**config.mk**
```make
export PLATFORM = sky130hd
export DESIGN_NAME = matrix_op_dispatcher
export DESIGN_NICKNAME = d
export VERILOG_FILES = /design/src/rtl/matrix_op_defs_pkg.sv /design/src/rtl/matrix_op_port_mux.sv /design/src/rtl/matrix_op_dispatcher.sv
export SDC_FILE = /design/constraint.sdc
export NUM_CORES = 1
export LEC_CHECK = 0
export CORE_AREA = 2 2 251 253
export DETAILED_ROUTE_END_ITERATION = 10
export DIE_AREA = 0 0 253 255
export SYNTH_ARGS = -nofsm -noshare
export SYNTH_HDL_FRONTEND = slang
export SYNTH_HIERARCHICAL = 1
export SYNTH_SLANG_ARGS = --single-unit
```
**constraint.sdc**
```tcl
create_clock -name clk -period 3.4 [get_ports clk]
set_input_delay 0.34 -clock clk [delete_from_list [all_inputs] [get_ports clk]]
set_output_delay 0.34 -clock clk [all_outputs]
set_load 0.1 [all_outputs]
```
**src/rtl/matrix_op_defs_pkg.sv**
```systemverilog
// Shared types and constants for the matrix operation units and their dispatcher.
package matrix_op_defs_pkg;

    localparam int MATRIX_ADDR_WIDTH = 12;
    localparam int MATRIX_DATA_WIDTH = 16;
    localparam int NUM_UNITS_MAX     = 8;
    localparam int OP_SEL_W          = $clog2(NUM_UNITS_MAX);
    localparam int STATUS_W          = 3;

    typedef enum logic [STATUS_W-1:0] {
        MATRIX_OP_STATUS_IDLE         = 3'd0,
        MATRIX_OP_STATUS_BUSY         = 3'd1,
        MATRIX_OP_STATUS_SUCCESS      = 3'd2,
        MATRIX_OP_STATUS_ERR_DIM      = 3'd3,
        MATRIX_OP_STATUS_ERR_CAPACITY = 3'd4,
        MATRIX_OP_STATUS_ERR_INTERNAL = 3'd5
    } matrix_op_status_e;

    typedef enum logic [2:0] {
        IDLE      = 3'd0,
        LAUNCH    = 3'd1,
        WAIT_BUSY = 3'd2,
        RUN       = 3'd3,
        REPORT    = 3'd4
    } state_t;

    localparam logic [OP_SEL_W-1:0] OP_ADD       = OP_SEL_W'(0);
    localparam logic [OP_SEL_W-1:0] OP_MUL       = OP_SEL_W'(1);
    localparam logic [OP_SEL_W-1:0] OP_SCALAR    = OP_SEL_W'(2);
    localparam logic [OP_SEL_W-1:0] OP_TRANSPOSE = OP_SEL_W'(3);

endpackage

```
**src/rtl/matrix_op_port_mux.sv**
```systemverilog
// One-hot select plus enable: funnels the selected unit's read address and writer
// fields out, and hands the writer's ready/done back to that unit only.
module matrix_op_port_mux #(
    parameter int N  = 4,
    parameter int AW = 12,
    parameter int DW = 16
) (
    input  logic                 en,
    input  logic [N-1:0]         sel,
    input  logic [N-1:0][AW-1:0] unit_read_addr,
    output logic [AW-1:0]        mem_read_addr,
    input  logic [N-1:0]         unit_write_request,
    input  logic [N-1:0]         unit_data_valid,
    input  logic [N-1:0][2:0]    unit_matrix_id,
    input  logic [N-1:0][7:0]    unit_rows,
    input  logic [N-1:0][7:0]    unit_cols,
    input  logic [N-1:0][63:0]   unit_name,
    input  logic [N-1:0][DW-1:0] unit_data_in,
    output logic                 wr_write_request,
    output logic                 wr_data_valid,
    output logic [2:0]           wr_matrix_id,
    output logic [7:0]           wr_rows,
    output logic [7:0]           wr_cols,
    output logic [63:0]          wr_name,
    output logic [DW-1:0]        wr_data,
    input  logic                 wr_write_ready,
    input  logic                 wr_writer_ready,
    input  logic                 wr_write_done,
    output logic [N-1:0]         unit_write_ready,
    output logic [N-1:0]         unit_writer_ready,
    output logic [N-1:0]         unit_write_done
);

    logic [N-1:0] gate;
    assign gate = en ? sel : '0;

    // With a one-hot (or all-zero) gate, OR-ing the masked lanes is a plain mux.
    always_comb begin
        mem_read_addr    = '0;
        wr_write_request = 1'b0;
        wr_data_valid    = 1'b0;
        wr_matrix_id     = '0;
        wr_rows          = '0;
        wr_cols          = '0;
        wr_name          = '0;
        wr_data          = '0;
        for (int i = 0; i < N; i++) begin
            if (gate[i]) begin
                mem_read_addr    = mem_read_addr | unit_read_addr[i];
                wr_write_request = wr_write_request | unit_write_request[i];
                wr_data_valid    = wr_data_valid | unit_data_valid[i];
                wr_matrix_id     = wr_matrix_id | unit_matrix_id[i];
                wr_rows          = wr_rows | unit_rows[i];
                wr_cols          = wr_cols | unit_cols[i];
                wr_name          = wr_name | unit_name[i];
                wr_data          = wr_data | unit_data_in[i];
            end
        end
    end

    assign unit_write_ready  = gate & {N{wr_write_ready}};
    assign unit_writer_ready = gate & {N{wr_writer_ready}};
    assign unit_write_done   = gate & {N{wr_write_done}};

endmodule

```
**src/rtl/matrix_op_dispatcher.sv**
```systemverilog
// Command front-end: launches one op unit at a time, routes shared ports to it while
// it runs, then reports its status and run-cycle count.
module matrix_op_dispatcher
    import matrix_op_defs_pkg::*;
#(
    parameter int NUM_UNITS     = 4,
    parameter int ADDR_WIDTH    = MATRIX_ADDR_WIDTH,
    parameter int DATA_WIDTH    = MATRIX_DATA_WIDTH,
    parameter int START_TIMEOUT = 8
) (
    input  logic                                 clk,
    input  logic                                 rst_n,
    input  logic                                 cmd_valid,
    output logic                                 cmd_ready,
    input  logic [OP_SEL_W-1:0]                  cmd_op,
    input  logic [2:0]                           cmd_a_id,
    input  logic [2:0]                           cmd_b_id,
    output logic                                 busy,
    output logic                                 done,
    output matrix_op_status_e                    status,
    output logic [15:0]                          run_cycles,
    output state_t                               fsm_state,
    output logic [NUM_UNITS-1:0]                 unit_start,
    output logic [2:0]                           unit_a_id,
    output logic [2:0]                           unit_b_id,
    input  logic [NUM_UNITS-1:0]                 unit_busy,
    input  logic [NUM_UNITS-1:0][STATUS_W-1:0]   unit_status,
    input  logic [NUM_UNITS-1:0][ADDR_WIDTH-1:0] unit_read_addr,
    output logic [ADDR_WIDTH-1:0]                mem_read_addr,
    input  logic [NUM_UNITS-1:0]                 unit_write_request,
    input  logic [NUM_UNITS-1:0]                 unit_data_valid,
    input  logic [NUM_UNITS-1:0][2:0]            unit_matrix_id,
    input  logic [NUM_UNITS-1:0][7:0]            unit_rows,
    input  logic [NUM_UNITS-1:0][7:0]            unit_cols,
    input  logic [NUM_UNITS-1:0][63:0]           unit_name,
    input  logic [NUM_UNITS-1:0][DATA_WIDTH-1:0] unit_data_in,
    output logic                                 wr_write_request,
    output logic                                 wr_data_valid,
    output logic [2:0]                           wr_matrix_id,
    output logic [7:0]                           wr_rows,
    output logic [7:0]                           wr_cols,
    output logic [63:0]                          wr_name,
    output logic [DATA_WIDTH-1:0]                wr_data,
    input  logic                                 wr_write_ready,
    input  logic                                 wr_writer_ready,
    input  logic                                 wr_write_done,
    output logic [NUM_UNITS-1:0]                 unit_write_ready,
    output logic [NUM_UNITS-1:0]                 unit_writer_ready,
    output logic [NUM_UNITS-1:0]                 unit_write_done
);

    localparam int                  TMO_W         = $clog2(START_TIMEOUT + 1);
    localparam logic [OP_SEL_W:0]   NUM_UNITS_LIM = (OP_SEL_W + 1)'(NUM_UNITS);

    state_t                 state;
    logic [OP_SEL_W-1:0]    sel_q;
    logic [TMO_W-1:0]       tmo_q;
    logic [NUM_UNITS-1:0]   cmd_oh;
    logic [NUM_UNITS-1:0]   sel_oh;
    logic                   sel_busy;
    logic                   route_en;
    matrix_op_status_e      sel_status;

    // Handshake: a command is taken on any clock edge where cmd_valid & cmd_ready;
    // cmd_ready is high only in IDLE, so a requester simply holds until then.
    assign cmd_ready = (state == IDLE);
    assign busy      = (state != IDLE);
    assign fsm_state = state;
    assign route_en  = (state == LAUNCH) || (state == WAIT_BUSY) || (state == RUN);

    always_comb begin
        cmd_oh     = '0;
        sel_oh     = '0;
        sel_status = MATRIX_OP_STATUS_IDLE;
        for (int i = 0; i < NUM_UNITS; i++) begin
            cmd_oh[i] = (cmd_op == OP_SEL_W'(i));
            sel_oh[i] = (sel_q == OP_SEL_W'(i));
            if (sel_q == OP_SEL_W'(i)) sel_status = matrix_op_status_e'(unit_status[i]);
        end
    end

    // Busy from units other than the selected one never reaches the FSM.
    assign sel_busy = |(unit_busy & sel_oh);

    always_ff @(posedge clk or negedge rst_n) begin
        if (!rst_n) begin
            state      <= IDLE;
            sel_q      <= '0;
            unit_a_id  <= '0;
            unit_b_id  <= '0;
            status     <= MATRIX_OP_STATUS_IDLE;
            run_cycles <= '0;
            tmo_q      <= '0;
            unit_start <= '0;
            done       <= 1'b0;
        end else begin
            unit_start <= '0;
            done       <= 1'b0;
            case (state)
                IDLE: begin
                    if (cmd_valid) begin
                        sel_q      <= cmd_op;
                        unit_a_id  <= cmd_a_id;
                        unit_b_id  <= cmd_b_id;
                        status     <= MATRIX_OP_STATUS_BUSY;
                        run_cycles <= '0;
                        if ({1'b0, cmd_op} >= NUM_UNITS_LIM) begin
                            status <= MATRIX_OP_STATUS_ERR_INTERNAL;
                            done   <= 1'b1;
                            state  <= REPORT;
                        end else begin
                            unit_start <= cmd_oh;
                            state      <= LAUNCH;
                        end
                    end
                end
                LAUNCH: begin
                    tmo_q <= '0;
                    state <= WAIT_BUSY;
                end
                WAIT_BUSY: begin
                    if (sel_busy) begin
                        state <= RUN;
                    end else if (tmo_q == TMO_W'(START_TIMEOUT - 1)) begin
                        status <= MATRIX_OP_STATUS_ERR_INTERNAL;
                        done   <= 1'b1;
                        state  <= REPORT;
                    end else begin
                        tmo_q <= tmo_q + 1'b1;
                    end
                end
                RUN: begin
                    if (run_cycles != 16'hFFFF) run_cycles <= run_cycles + 16'd1;
                    if (!sel_busy) begin
                        status <= sel_status;
                        done   <= 1'b1;
                        state  <= REPORT;
                    end
                end
                REPORT:  state <= IDLE;
                default: state <= IDLE;
            endcase
        end
    end

    matrix_op_port_mux #(
        .N  (NUM_UNITS),
        .AW (ADDR_WIDTH),
        .DW (DATA_WIDTH)
    ) u_port_mux (
        .en                 (route_en),
        .sel                (sel_oh),
        .unit_read_addr     (unit_read_addr),
        .mem_read_addr      (mem_read_addr),
        .unit_write_request (unit_write_request),
        .unit_data_valid    (unit_data_valid),
        .unit_matrix_id     (unit_matrix_id),
        .unit_rows          (unit_rows),
        .unit_cols          (unit_cols),
        .unit_name          (unit_name),
        .unit_data_in       (unit_data_in),
        .wr_write_request   (wr_write_request),
        .wr_data_valid      (wr_data_valid),
        .wr_matrix_id       (wr_matrix_id),
        .wr_rows            (wr_rows),
        .wr_cols            (wr_cols),
        .wr_name            (wr_name),
        .wr_data            (wr_data),
        .wr_write_ready     (wr_write_ready),
        .wr_writer_ready    (wr_writer_ready),
        .wr_write_done      (wr_write_done),
        .unit_write_ready   (unit_write_ready),
        .unit_writer_ready  (unit_writer_ready),
        .unit_write_done    (unit_write_done)
    );

endmodule

```
==> out/results.tsv, run 1 <==
metric	value	unit
outcome	completed	
cts.hold.buffers_added	0	
critical_path.max_fanout	66	
grt_max_degree	126	
grt_overflow	0	
dieArea	64500	µm²
finalMaxSlewViolations	0	
fp.coreArea	62200	µm²
ant_nets	0	
antenna_found_initial	12	
synth-compound-area-share	0.562	
period_minus_slack	3180	ps
finalSetupViolCount	0	
numPortBuffers	642	
first_pass_iters	7	
synth_top_family_by_area	compound AO/OA/AOI/OAI gates	
viasPerCell	4.03	
avgSynthCellArea	8.79	µm²
r2r_slack	1340	ps
layout-drive-gt1-share	0.288	
synth_seq_area_share	0.178	
synthAdderAreaFrac	0.00446	
track_usage	0.132	
yosys-top-cells-area	a22oi_1 23%, dfrtp_1 18%, a22oi_2 12%, a21boi_0 9.6%, a21boi_2 5.6%	
leakage	4.71	nW
synth_edf_count	0	
slowest_stage	dfrtp_1	
synthesis.instances	639	
synth_top_area_share	0.227	
synth-simple-area-share	0.118	
crit_type	flop to primary output	
tightest_slew	1050	ps
die_h	255	µm
syn-cell-area	5620	µm²
ys_types	54	
areaGrowthSynthToFinish	143	%
cts.clk_slew.worst_paths	60	ps
synth_nets	1124	
yosys.area.top_type	a22oi_1	
ctsRootBufferMaster	clkbuf_16	
drt_iter0_markers	536	
num_io_pins	643	
start_util	0.0904	
cp_common_cell	buf_12	
hold_viol_final	0	
grt_pass1_vias	8207	
dp_cells	2025	
cp.arrival	2840	ps
cp-end-kind	primary output	
num_rows	92	
multi_input_area	4420	µm²
place_congestion	0.903	
cap_viol_max_count	0	
cp_cell_sequence	inv_1, nor2_4, buf_12, a22oi_1, a21boi_2, buf_12	
cp_slowest_stage_delay	660	ps
fin_skew	4.13	ps
cts_buffers	5	
rsz0062_at_grt	false	
fmax	314	MHz
routed_wl	47200	µm
vias	8231	
ys.flop_type	dfrtp_1	
grt_pass1_wl	61000	µm
cts_tree	built	
start_kind	flop	
holdWs	188	ps
nFillCells	6726	
dp_hpwl	39100	µm
drc_errors	0	
crit_required	3060	ps
yosys_warnings	6	
ff_latch_area	1000	µm²
route.detailed.wl_per_inst	23.1	µm
muxShareOfSynthArea	0.0278	
fin_crit_sh	0.936	
die_w	253	µm
hold_path_class	input port to async pin	
stdcell_count	2042	
htreeDepth	2	
cts.sinks	40	
synth_seq_cells	40	
clk_latency	290	ps
async_flop_share	1.00	
synth_xor_area_frac	0.00936	
ir_drop	673	µV
clockBufferDepth	2	
slew-limit-headroom	0.301	
power.density	953	nW/µm²
final_nets	1718	
[where the power goes]
group	total (mW)	leakage, nW	switching [mW]	internal, mW
logic	11.5	4.08	7.97	3.58
registers	0.757	0.526	0.168	0.589
clock network	0.707	0.104	0.212	0.495
total	13.0	4.71	8.35	4.66
[layer usage]
metal | track usage | part of all wire
met1 | 0.160 | 0.40
met2 | 0.225 | 0.47
met3 | 0.0391 | 0.094
met4 | 0.0396 | 0.028
met5 | 0 | 0
[layout make-up]
type | count | area share
multi-input cells | 522 | 0.324
well taps | 799 | 0.0732
inverters | 2 | 0.000550
clock buffers | 5 | 0.00917
repair buffers | 662 | 0.512
diodes | 9 | 0.00165
clock inverters | 3 | 0.00660
flip-flops and latches | 40 | 0.0733
[state kept, by name, summed over array words and instances (netlist names)]
name        cells
done            1
tmo_q           4
sel_q           3
fsm_state       3
run_cycles     16
unit_a_id       3
unit_start      4
status          3
unit_b_id       3
[kinds of logic (layout without fill, tap and decap cells)]
kind of cell,Yosys count,in the layout
adder cells (fa/ha/maj),2,2
AND/OR/NAND/NOR,128,128
buffers and inverters,77,672
XOR/XNOR,6,6
other,0,9
AO/OA/AOI/OAI,371,371
multiplexers,15,15
flip-flops,40,40
[final timing paths]
kind | to | from | cells after the start
max in group asynchronous | unit_a_id[1] | rst_n | 1
setup reg to reg | status[0] | sel_q[1] | 5
min in group clk | unit_b_id[1] | unit_b_id[1] | 2
hold reg to reg | unit_b_id[1] | unit_b_id[1] | 2
hold / removal | run_cycles[0] | rst_n | 1
setup / recovery | wr_rows[7] | sel_q[1] | 6
[what timing repair did]
item                       in CTS  in global routing
setup endpoints to repair       0                  1
gates resized for setup         0                  1
buffers inserted                0                  0
[worst max-delay path, delay by kind of cell (launching register included)]
| kind | cells | cell delay, ps |
|---|---|---|
| buffers and inverters | 3 | 750 |
| AO/OA/AOI/OAI | 2 | 750 |
| flip-flops | 1 | 660 |
| AND/OR/NAND/NOR | 1 | 240 |
[cell usage in the layout, fill, tap and decap left out, types with 9 or more instances in the layout]
| cell type | instances |
|---|---|
| a21boi_2 | 111 |
| a22oi_2 | 56 |
| a22oi_1 | 170 |
| clkdlybuf4s50_1 | 512 |
| dfrtp_1 | 40 |
| nand2_1 | 45 |
| and3_1 | 14 |
| diode_2 | 9 |
| buf_12 | 59 |
| nand3_1 | 11 |
| mux2i_1 | 10 |
| o21ai_0 | 9 |
| nor2_1 | 22 |
| buf_4 | 90 |
[synthesized netlist by cell type, types with 2 or more instances]
| master | instances |
|---|---|
| a31o_2 | 2 |
| clkbuf_1 | 6 |
| o21ai_0 | 9 |
| a21boi_2 | 28 |
| nand2_1 | 45 |
| o22ai_1 | 2 |
| ha_1 | 2 |
| buf_6 | 24 |
| mux2i_1 | 10 |
| xnor2_1 | 4 |
| buf_4 | 6 |
| a21boi_0 | 72 |
| nor3_2 | 2 |
| nor2_1 | 27 |
| xor2_1 | 2 |
| mux2_2 | 5 |
| nand2b_1 | 4 |
| and4_1 | 3 |
| nor2b_1 | 2 |
| buf_2 | 37 |
| nand3_1 | 11 |
| a22oi_1 | 170 |
| a21oi_4 | 2 |
| a21oi_1 | 5 |
| a22oi_2 | 56 |
| and3_2 | 4 |
| inv_1 | 2 |
| dfrtp_1 | 40 |
| and3_1 | 14 |
| a21boi_1 | 14 |
| a31oi_1 | 4 |
| nand4_1 | 3 |
[per-stage QoR]
stage / setup slack [ps] / power, mW / setup TNS, ps / utilization / instance area [µm²]
global route: 137 / 13.5 / 0 / 0.219 / 13600
finish: 216 / 13.0 / 0 / 0.220 / 13600
CTS: 94.9 / 13.1 / 0 / 0.219 / 13600
floorplan: -324 / 8.76 / -499 / - / 5930
detailed placement: 423 / 12.4 / 0 / 0.216 / 13400
global placement: 428 / 12.3 / 0 / 0.216 / 13400
Note: power is estimated with default switching activity, not from simulation.
==> run 2: changes to the inputs <==
Settings changed: CORE_AREA 2 2 251 253 to 2 2 252 254, DIE_AREA 0 0 253 255 to 0 0 254 256.
==> run 2 against run 1 <==
Compared with the run above: count of clock-buffer cells in the layout grew 1; register-to-register slack gained 60 ps; via count shrank 1.6%; sequential cell count is the same; critical path depth is the same; final cell count grew 2.4%; critical path type unchanged; clock skew grew 0.61 ps; sequential share of layout area shrank 0.30 points.
==> out/results.tsv, run 2 (synthesized netlist as in run 1, its figures left out) <==
metric	value	unit
drt_iter0_markers	562	
seq_power_share	0.054	
grt_overflow	0	
cp-end-kind	primary output	
placed_area	14000	µm²
holdWs	193	ps
clockBufferDepth	2	
start_kind	flop	
cts_setup_buffers	0	
start_util	0.0900	
nFillCells	6770	
layout-drive-gt1-share	0.298	
switching_share	0.626	
track_usage	0.128	
rsz0062_at_grt	false	
r2r_cells	5	
tightest_slew	1050	ps
top_regs	run_cycles x16, tmo_q x4, unit_start x4	
slew-limit-headroom	0.301	
first_pass_iters	5	
outcome	completed	
dp_cells	2077	
ctsRootBufferMaster	clkbuf_16	
crit_type	flop to primary output	
grt_pass1_vias	8399	
clk_latency	290	ps
fin_skew	4.75	ps
p_total	13.6	mW
tns	0	ps
ff_latch_area	1000	µm²
final_nets	1723	
fmax	327	MHz
dieArea	65000	µm²
num_io_pins	643	
place_congestion	0.914	
antenna_found_initial	9	
dp_hpwl	38100	µm
htreeDepth	2	
cts_buffers	5	
p_switching	8.49	mW
cp.arrival	2720	ps
hold_viol_final	0	
hold_path_class	input port to async pin	
period_minus_slack	3060	ps
intPower	5.07	mW
cts.hold.buffers_added	0	
drc_errors	0	
fin_crit_sh	0.900	
cts_resized	0	
die_h	256	µm
viasPerCell	3.88	
grt_pass1_wl	60100	µm
regMostFlops	run_cycles	
finalMaxSlewViolations	0	
stdcell_area	14200	µm²
cts_tree	built	
ant_nets	0	
layout_common_cells	503 x clkdlybuf4s50_1, 170 x a22oi_1, 112 x a21boi_2	
power.density	953	nW/µm²
crit_required	3060	ps
grt_max_degree	80	
areaGrowthSynthToFinish	153	%
comb_power_share	0.904	
fp.coreArea	62400	µm²
ir_drop	798	µV
largest_reg_flops	16	
cts.clk_slew.worst_paths	60	ps
multi_input_area	4410	µm²
numPortBuffers	642	
stdcell_count	2090	
finalSetupViolCount	0	
layout_commonest_cell	clkdlybuf4s50_1	
cts.sinks	40	
num_rows	92	
leakage	4.87	nW
route.detailed.wl_per_inst	21.5	µm
cap_viol_max_count	0	
p_clk_frac	0.042	
vias	8099	
critical_path.max_fanout	74	
die_w	254	µm
routed_wl	45000	µm
==> run 2: metrics by stage <==
| step | util | setup WS (ps) |
|---|---|---|
| final | 0.228 | 340 |
| after global routing | 0.228 | 91.7 |
| after CTS | 0.228 | 198 |
| after detailed placement | 0.225 | 524 |
| after global placement | 0.225 | 555 |
| after floorplan | - | -324 |
==> run 2: power groups by stage <==
stage          logic, mW  registers (mW)  clock network, mW
4_1_cts             12.4           0.736              0.572
3_3_place_gp        12.3           0.736                  0
6_report            12.3           0.736              0.567
2_1_floorplan       7.56            1.20                  0
5_1_grt             12.7           0.761              0.598
3_5_place_dp        12.4           0.742                  0
==> run 2: layout make-up <==
class / count / area share
timing repair buffer: 667 / 0.532
multi-input combinational: 522 / 0.310
clock buffer: 6 / 0.00976
tap: 846 / 0.0744
clock inverter: 2 / 0.00273
antenna: 5 / 0.000879
inverter: 2 / 0.000528
sequential: 40 / 0.0703
==> run 2: layer usage <==
layer / share of wire / global-route usage / wire (µm) / vias to the layer above
met5: 0.0012 / 0 / 54 / -
met4: 0.036 / 0.0495 / 1620 / 8
met3: 0.11 / 0.0501 / 4940 / 48
met2: 0.47 / 0.218 / 21100 / 454
met1: 0.38 / 0.141 / 17200 / 3838
li1: - / - / - / 3751
==> run 2: worst paths after layout <==
kind | startpoint | end | slack [ps]
setup / recovery | sel_q[1] | wr_write_request | 340
hold / removal | rst_n | run_cycles[8] | 190
setup reg to reg | sel_q[1] | status[2] | 1400
hold reg to reg | unit_a_id[0] | unit_a_id[0] | 480
max in group asynchronous | rst_n | unit_start[0] | 2620
min in group clk | unit_a_id[0] | unit_a_id[0] | 480
==> run 2: critical path: stages, from the launching register on <==
cell      delay, ps
dfrtp_1         640
inv_1           250
nor2_4          220
buf_12          290
a22oi_1         210
a21boi_2        420
buf_12          240
==> run 3: changes to the inputs <==
Settings changed: CTS_CLUSTER_SIZE set to 10, GPL_TIMING_DRIVEN set to 0, PLACE_DENSITY set to 0.44.
==> run 3 against run 2 <==
Compared with the run above: sequential share of layout area up 0.35 points; fmax down 6.9%; largest power group unchanged; worst hold slack better by 280 ps; final cell count up 2.5%.
==> out/results.tsv, run 3 (synthesized netlist as in run 1, its figures left out) <==
metric	value	unit
outcome	completed	
finalSetupViolCount	0	
first_pass_iters	5	
start_kind	flop	
layout-drive-gt1-share	0.284	
finalMaxSlewViolations	0	
cap_viol_max_count	0	
critical_path.max_fanout	10	
period_minus_slack	3290	ps
num_rows	92	
clockBufferDepth	2	
placed_area	13500	µm²
drc_errors	0	
ctsRootBufferMaster	clkbuf_16	
drt_iter0_markers	501	
vias	8250	
route.detailed.wl_per_inst	23.1	µm
areaGrowthSynthToFinish	141	%
grt_max_degree	31	
cts_tree	built	
top_regs	run_cycles x16, tmo_q x4, unit_start x4	
r2r_slack	1500	ps
dieArea	65000	µm²
routed_wl	49500	µm
dp_hpwl	42200	µm
crit_required	3060	ps
grt_pass1_wl	66300	µm
fin_skew	4.44	ps
hold_path_depth	2	
htreeDepth	2	
regMostFlops	run_cycles	
r2r-end	unit_start[0]	
clk_latency	280	ps
power.density	922	nW/µm²
r2r-start	fsm_state[0]	
layout_commonest_cell	clkdlybuf4s50_1	
rsz0062_at_grt	false	
place_congestion	0.881	
r2r_cells	6	
antenna_found_initial	10	
cts.clk_slew.worst_paths	60	ps
layout_common_cells	516 x clkdlybuf4s50_1, 170 x a22oi_1, 112 x a21boi_2	
numPortBuffers	642	
stdcell_area	13600	µm²
fin_crit_sh	0.967	
final_nets	1776	
min_from	unit_a_id[0]	
fp.coreArea	62400	µm²
viasPerCell	3.85	
die_w	254	µm
largest_reg_flops	16	
final_core_util	0.217	
min_to	unit_a_id[0]	
hold_viol_final	0	
cts_setup_buffers	0	
cts.sinks	40	
ir_drop	436	µV
start_util	0.0900	
crit_type	flop to primary output	
track_usage	0.142	
grt_overflow	0	
slew-limit-headroom	0.199	
fmax	304	MHz
cp-end-kind	primary output	
die_h	256	µm
num_io_pins	643	
hold_path_class	flop to flop	
cp.arrival	2950	ps
ant_nets	0	
tightest_slew	1200	ps
grt_pass1_vias	8810	
cts_buffers	5	
leakage	4.75	nW
==> run 3: what timing repair did <==
action | in CTS | in global routing
gates resized for setup | 295 | 49
hold buffers | 1 | 0
endpoints found under the setup margin | 125 | 34
hold endpoints to repair | 10 | 0
==> run 3: worst max-delay path, cell delays in order (launching register included) <==
cell	delay, ps
dfrtp_1	410
buf_2	250
nor2_1	100
nor2_2	320
buf_16	190
buf_6	160
buf_6	160
a21boi_2	150
dlygate4sd2_1	880
==> run 3: final cells by class <==
type / count / area, µm²
repair buffers: 645 / 6380
inverters: 2 / 7.51
diodes: 5 / 12.5
plain buffers: 75 / 553
clock buffers: 6 / 129
fillers: 6959 / 48800
well taps: 846 / 1060
flip-flops and latches: 40 / 1000
multi-input cells: 522 / 4370
clock inverters: 2 / 35.0
==> run 3: worst max path at each step <==
stage                  end  cells after the start    startpoint
2_1_floorplan  wr_name[39]                      6  fsm_state[1]
3_5_place_dp    wr_data[4]                      7  fsm_state[1]
6_report       wr_name[41]                      8  fsm_state[1]
4_1_cts         wr_data[2]                      7  fsm_state[1]
3_3_place_gp    wr_data[4]                      6  fsm_state[1]
5_1_grt        wr_name[40]                      8  fsm_state[1]
==> run 3: power breakdown <==
| part | internal, mW | switching [mW] | leakage (nW) | total, mW |
|---|---|---|---|---|
| sequential | 0.591 | 0.0852 | 0.526 | 0.676 |
| combinational | 3.11 | 8.17 | 4.14 | 11.3 |
| clock | 0.346 | 0.200 | 0.0809 | 0.546 |
==> run 3: layer usage <==
metal	track usage	share of wire	wire, µm	vias up
li1	-	-	-	3854
met1	0.157	0.39	19100	3913
met2	0.268	0.52	25700	447
met3	0.0304	0.073	3600	36
met4	0.0423	0.023	1120	0
met5	0	0	0	-
==> run 3: metrics by stage <==
step                      instances  hold WS, ps  TNS (ps)  total power, mW  setup slack (ps)
after CTS                      2138          478         0             12.7             0.342
after global placement         2127          462   -131200             12.3             -1510
after global routing           2143          508         0             13.0             0.268
final                          2143          478         0             12.5               113
after floorplan                 639         44.4      -499             8.76              -324
after detailed placement       2129          248     -7670             12.4              -533
